### config.mk
export PLATFORM = sky130hd
export DESIGN_NAME = req_pending_bank
export DESIGN_NICKNAME = d
export VERILOG_FILES = /design/src/rtl/req_pending_bank.sv
export SDC_FILE = /design/constraint.sdc
export NUM_CORES = 1
export LEC_CHECK = 0
export ABC_AREA = 1
export BUFFER_PORTS_ARGS = -buffer_cell sky130_fd_sc_hd__buf_2
export CAP_MARGIN = 20
export CORE_ASPECT_RATIO = 0.8
export CORE_MARGIN = 2
export CORE_UTILIZATION = 27
export DETAILED_ROUTE_END_ITERATION = 10
export PLACE_DENSITY_LB_ADDON = 0.25
export SLEW_MARGIN = 20
export SYNTH_ARGS = -nofsm -noshare
export SYNTH_HDL_FRONTEND = slang
export SYNTH_SLANG_ARGS = --single-unit
### constraint.sdc
create_clock -name clk -period 7.8 [get_ports clk]
set_clock_uncertainty 0.05 [all_clocks]
set_input_delay 0.39 -clock clk [delete_from_list [all_inputs] [get_ports clk]]
set_output_delay 0.39 -clock clk [all_outputs]
set_load 0.03 [all_outputs]
### src/rtl/req_pending_bank.sv
// Per-requester pending-item counter bank feeding a round-robin arbiter.
// Each channel holds a saturating count of queued items. A non-zero count raises
// that channel's level request. A valid one-hot grant retires one item from the granted channel.
module req_pending_bank #(
  parameter int unsigned WID  = 16,
  parameter int unsigned CNTW = 4
) (
  input  logic                                  clk,
  input  logic                                  rst,
  input  logic [WID-1:0]                        push_valid,
  output logic [WID-1:0]                        push_ready,
  output logic [WID-1:0]                        requests,
  input  logic [WID-1:0]                        grants,
  output logic                                  served_valid,
  output logic [((WID > 1) ? $clog2(WID) : 1)-1:0] served_id,
  output logic [CNTW+((WID > 1) ? $clog2(WID) : 1)-1:0] total_pending,
  output logic                                  err_spurious,
  output logic                                  err_multi,
  input  logic                                  clr_err
);

  localparam int unsigned WADDR = (WID > 1) ? $clog2(WID) : 1;
  localparam int unsigned TOTW  = CNTW + WADDR;
  localparam logic [CNTW-1:0] CntMax = {CNTW{1'b1}};

  logic [CNTW-1:0]  count_q [WID];
  logic [CNTW-1:0]  count_d [WID];
  logic             served_valid_q;
  logic [WADDR-1:0] served_id_q;
  logic             err_spurious_q;
  logic             err_multi_q;

  logic             grant_multi;
  logic             grant_onehot;
  logic [WADDR-1:0] grant_idx;
  logic             grant_valid;
  logic             grant_spurious;
  logic [WID-1:0]   grant_dec;

  // Derived outputs depend only on registered counts, keeping the arbiter loop acyclic.
  always_comb begin
    total_pending = '0;
    for (int i = 0; i < WID; i++) begin
      requests[i]   = (count_q[i] != '0);
      push_ready[i] = (count_q[i] != CntMax);
      total_pending = total_pending + TOTW'(count_q[i]);
    end
  end

  // Classify the grant vector: idle, multi-hot, valid one-hot or spurious one-hot.
  always_comb begin
    grant_multi  = |(grants & (grants - 1'b1));
    grant_onehot = (grants != '0) && !grant_multi;
    grant_idx    = '0;
    for (int i = 0; i < WID; i++) begin
      if (grants[i]) grant_idx = WADDR'(i);
    end
    grant_valid    = grant_onehot && (count_q[grant_idx] != '0);
    grant_spurious = grant_onehot && (count_q[grant_idx] == '0);
    grant_dec      = grant_valid ? grants : '0;
  end

  // Per-channel next count; a push and a retire on the same channel cancel out,
  // so a full channel being served while its source still offers stays full.
  always_comb begin
    for (int i = 0; i < WID; i++) begin
      count_d[i] = count_q[i];
      if (grant_dec[i] && push_valid[i]) begin
        count_d[i] = count_q[i];
      end else if (grant_dec[i]) begin
        count_d[i] = count_q[i] - CNTW'(1);
      end else if (push_valid[i] && push_ready[i]) begin
        count_d[i] = count_q[i] + CNTW'(1);
      end
    end
  end

  // State update: counts, served report and sticky error flags (set beats clear).
  always_ff @(posedge clk) begin
    if (rst) begin
      for (int i = 0; i < WID; i++) count_q[i] <= '0;
      served_valid_q <= 1'b0;
      served_id_q    <= '0;
      err_spurious_q <= 1'b0;
      err_multi_q    <= 1'b0;
    end else begin
      for (int i = 0; i < WID; i++) count_q[i] <= count_d[i];
      served_valid_q <= grant_valid;
      if (grant_valid) served_id_q <= grant_idx;
      err_spurious_q <= grant_spurious || (err_spurious_q && !clr_err);
      err_multi_q    <= grant_multi || (err_multi_q && !clr_err);
    end
  end

  assign served_valid = served_valid_q;
  assign served_id    = served_id_q;
  assign err_spurious = err_spurious_q;
  assign err_multi    = err_multi_q;

endmodule

==> flow_metrics.tcl <==
set metrics [dict create \
    gr-usage-all-layers_pct 15.0 \
    groute.layer.met1.usage_pct 23.2 \
    insertion_delay_ps 350 \
    fmax_mhz 168 \
    totalWireLength_um 20100 \
    start_util_pct 27.6 \
    syn_avg_cell_area_um2 7.21 \
    drv_cap 0 \
    powerDensity_nw_per_um2 345 \
    ir_worst_vdd_uv 894 \
    viasPerCell 4.44 \
    synth_edf_count 0 \
    async_flop_share_pct 0 \
    setup_ws_ps 1860 \
    die_y_um 151 \
    port_buffers 81 \
    post-place-ws_ps 2240 \
    io_pins 82 \
    tightest_slew_ps 1120 \
    netlist_instances 1006 \
    firstDrtPassIters 5 \
    routedWlPerCell_um 13.9 \
    crit_family "adder cells" \
    drv_slew 0 \
    h-tree-depth 3 \
    critical_path_buf_inv_count 3 \
    r2r_end "count_q[1][3]" \
    crit_slowest_cell "fa_1" \
    die_w_um 187 \
    netlist_area_um2 7250 \
    cp_max_fo 5 \
    relSlewSlack_pct 24.4 \
    ys_warn_count 0 \
    hpwl_um 16300 \
    outcome "completed" \
    grt_pass1_vias 6019 \
    fin_nets 1239 \
    cts_resized 0 \
    final.setup.tns_ps 0 \
    grt-ovfl-total 0 \
    diodes 0 \
    cp_cell_sequence "fa_1 > fa_1 > fa_1 > inv_1 > fa_1 > fa_1 > fa_1 > inv_1 > ha_1 > nand2_1 > nor2_1 > a211oi_1 > nor2_1 > o21ai_0 > nand2_1 > xor2_1 > buf_2" \
    critical_path_required_ps 7360 \
    finalSetupViolations 0 \
    rsz0062_at_grt "no" \
    cpMostUsedCell "fa_1" \
    tritoncts "yes" \
    hold_viol_final 0 \
    max_stage_delay_ps 630 \
    ys_ff_latch 71 \
    cts_hold_buf 0 \
    r2r_cells 21 \
    grt.busiest_layer "met1" \
    cts_sinks 71 \
    drive_above_1_share_pct 14.7 \
    worstSetupPathType "reg2out" \
    layout_common_cells "inv_1 (192), nand2_1 (190), nor2_1 (132), nand3_1 (84), buf_2 (81)" \
    gp_routability_congestion 0.812 \
    path_clk_slew_ps 60 \
    yosysSeqAreaShare_pct 19.6 \
    endpoint "total_pending[7]" \
    fillers 2872 \
    yosysUniqueCellTypes 40 \
    critPathLaunch "count_q[14][3]" \
    start_kind "flip-flop" \
    synth_top_flop_cell "dfxtp_1" \
    grt_use_met2_pct 20.7 \
    hp-class "in2reg" \
    num_rows 53 \
    core-area_um2 26300 \
    grt_max_degree 69 \
    areaGrowthSynthToFinish_pct 14.2 \
    reg2reg_slack_ps 4140 \
    postCtsSetupBuffers 0 \
    period_minus_slack_ps 5940 \
    root_buffer "clkbuf_16" \
    crit_path_end_kind "output port" \
    route.antenna.remaining_nets 0 \
    drc 0 \
    clock_path_buffers 2 \
    fin_crit_sh_pct 76.1 \
    drt_iter0_drc 300 \
    final_common_cell "inv_1" \
    dpl_cell_area_um2 8020 \
    cp.depth 17 \
    rr_startpoint "count_q[7][0]" \
    numCtsBuffers 9 \
    die-area_um2 28200 \
    antenna_found_initial 0 \
    p_leak_uw 0.00427 \
    vias 6426 \
    grt_util_met3_pct 3.38 \
    syn-num-nets 1158 \
    worstPathArrival_ps 5500 \
    finalInstanceArea_um2 8290 \
    grt_first_pass_wirelength_um 32900 \
]
[worst min path at each step]
stage | start | to | slack, ps | cells after the start
6_report | rst | err_spurious | 210 | 2
2_1_floorplan | rst | err_spurious | 410 | 1
4_1_cts | rst | err_spurious | 190 | 2
3_3_place_gp | err_spurious | err_spurious | 410 | 2
3_5_place_dp | err_spurious | err_spurious | 410 | 2
5_1_grt | rst | err_spurious | 220 | 2
[final cells by class]
type | instances | area, µm² | share of cell area, %
inverter | 205 | 769 | 9.28
timing repair buffer | 84 | 428 | 5.16
clock inverter | 1 | 5.00 | 0.0604
tap | 357 | 447 | 5.39
clock buffer | 13 | 260 | 3.14
multi-input combinational | 716 | 4960 | 59.8
sequential | 71 | 1420 | 17.1
[where the power goes]
part	total, µW	internal [µW]	switching (µW)	leakage [µW]
combinational	2030	683	1350	0.00355
sequential	435	389	45.8	0.000588
clock	392	229	163	0.000132
[layer usage]
layer	routed length [µm]	share of wire [%]
met1	10900	54
met2	7700	38
met3	1290	6.4
met4	201	1.0
met5	0	0
[synth_stat cells (7+ instances only)]
cell type	instances	area share [%]
inv_1	192	9.9
o21ai_0	14	0.97
dfxtp_1	71	20
nor2_1	132	6.8
inv_2	12	0.62
nand3_4	7	1.7
a21oi_1	24	1.7
nand2_2	28	2.4
nand2_1	190	9.8
xor2_1	19	2.3
nand4_1	52	4.5
ha_1	49	8.5
nand3_1	84	5.8
fa_1	68	19
and2_1	11	0.95
[sequential cells by signal, summed over array words and instances (netlist names)]
register and count:
count_q 64, err_multi 1, err_spurious 1, served_id 4
served_valid 1
[cell families (layout without fill, tap and decap cells)]
group / Yosys count / count (layout) / synth area share, %
AO/OA/AOI/OAI: 51 / 51 / 3.93
XOR/XNOR: 20 / 20 / 2.41
adder cells (fa/ha/maj): 117 / 117 / 27.2
buffers and inverters: 219 / 303 / 12.1
flip-flops: 71 / 71 / 19.6
multiplexers: 1 / 1 / 0.155
AND/OR/NAND/NOR: 527 / 527 / 34.6
[per-stage QoR]
stage,hold WS [ps],cells,util [%],power [µW]
finish,212,1447,31.5,2860
global route,216,1447,31.5,3150
global placement,413,1433,30.5,2500
detailed placement,409,1433,30.5,2470
CTS,190,1447,31.5,2900
floorplan,409,1006,-,1880
(Power assumes the default switching activity.)
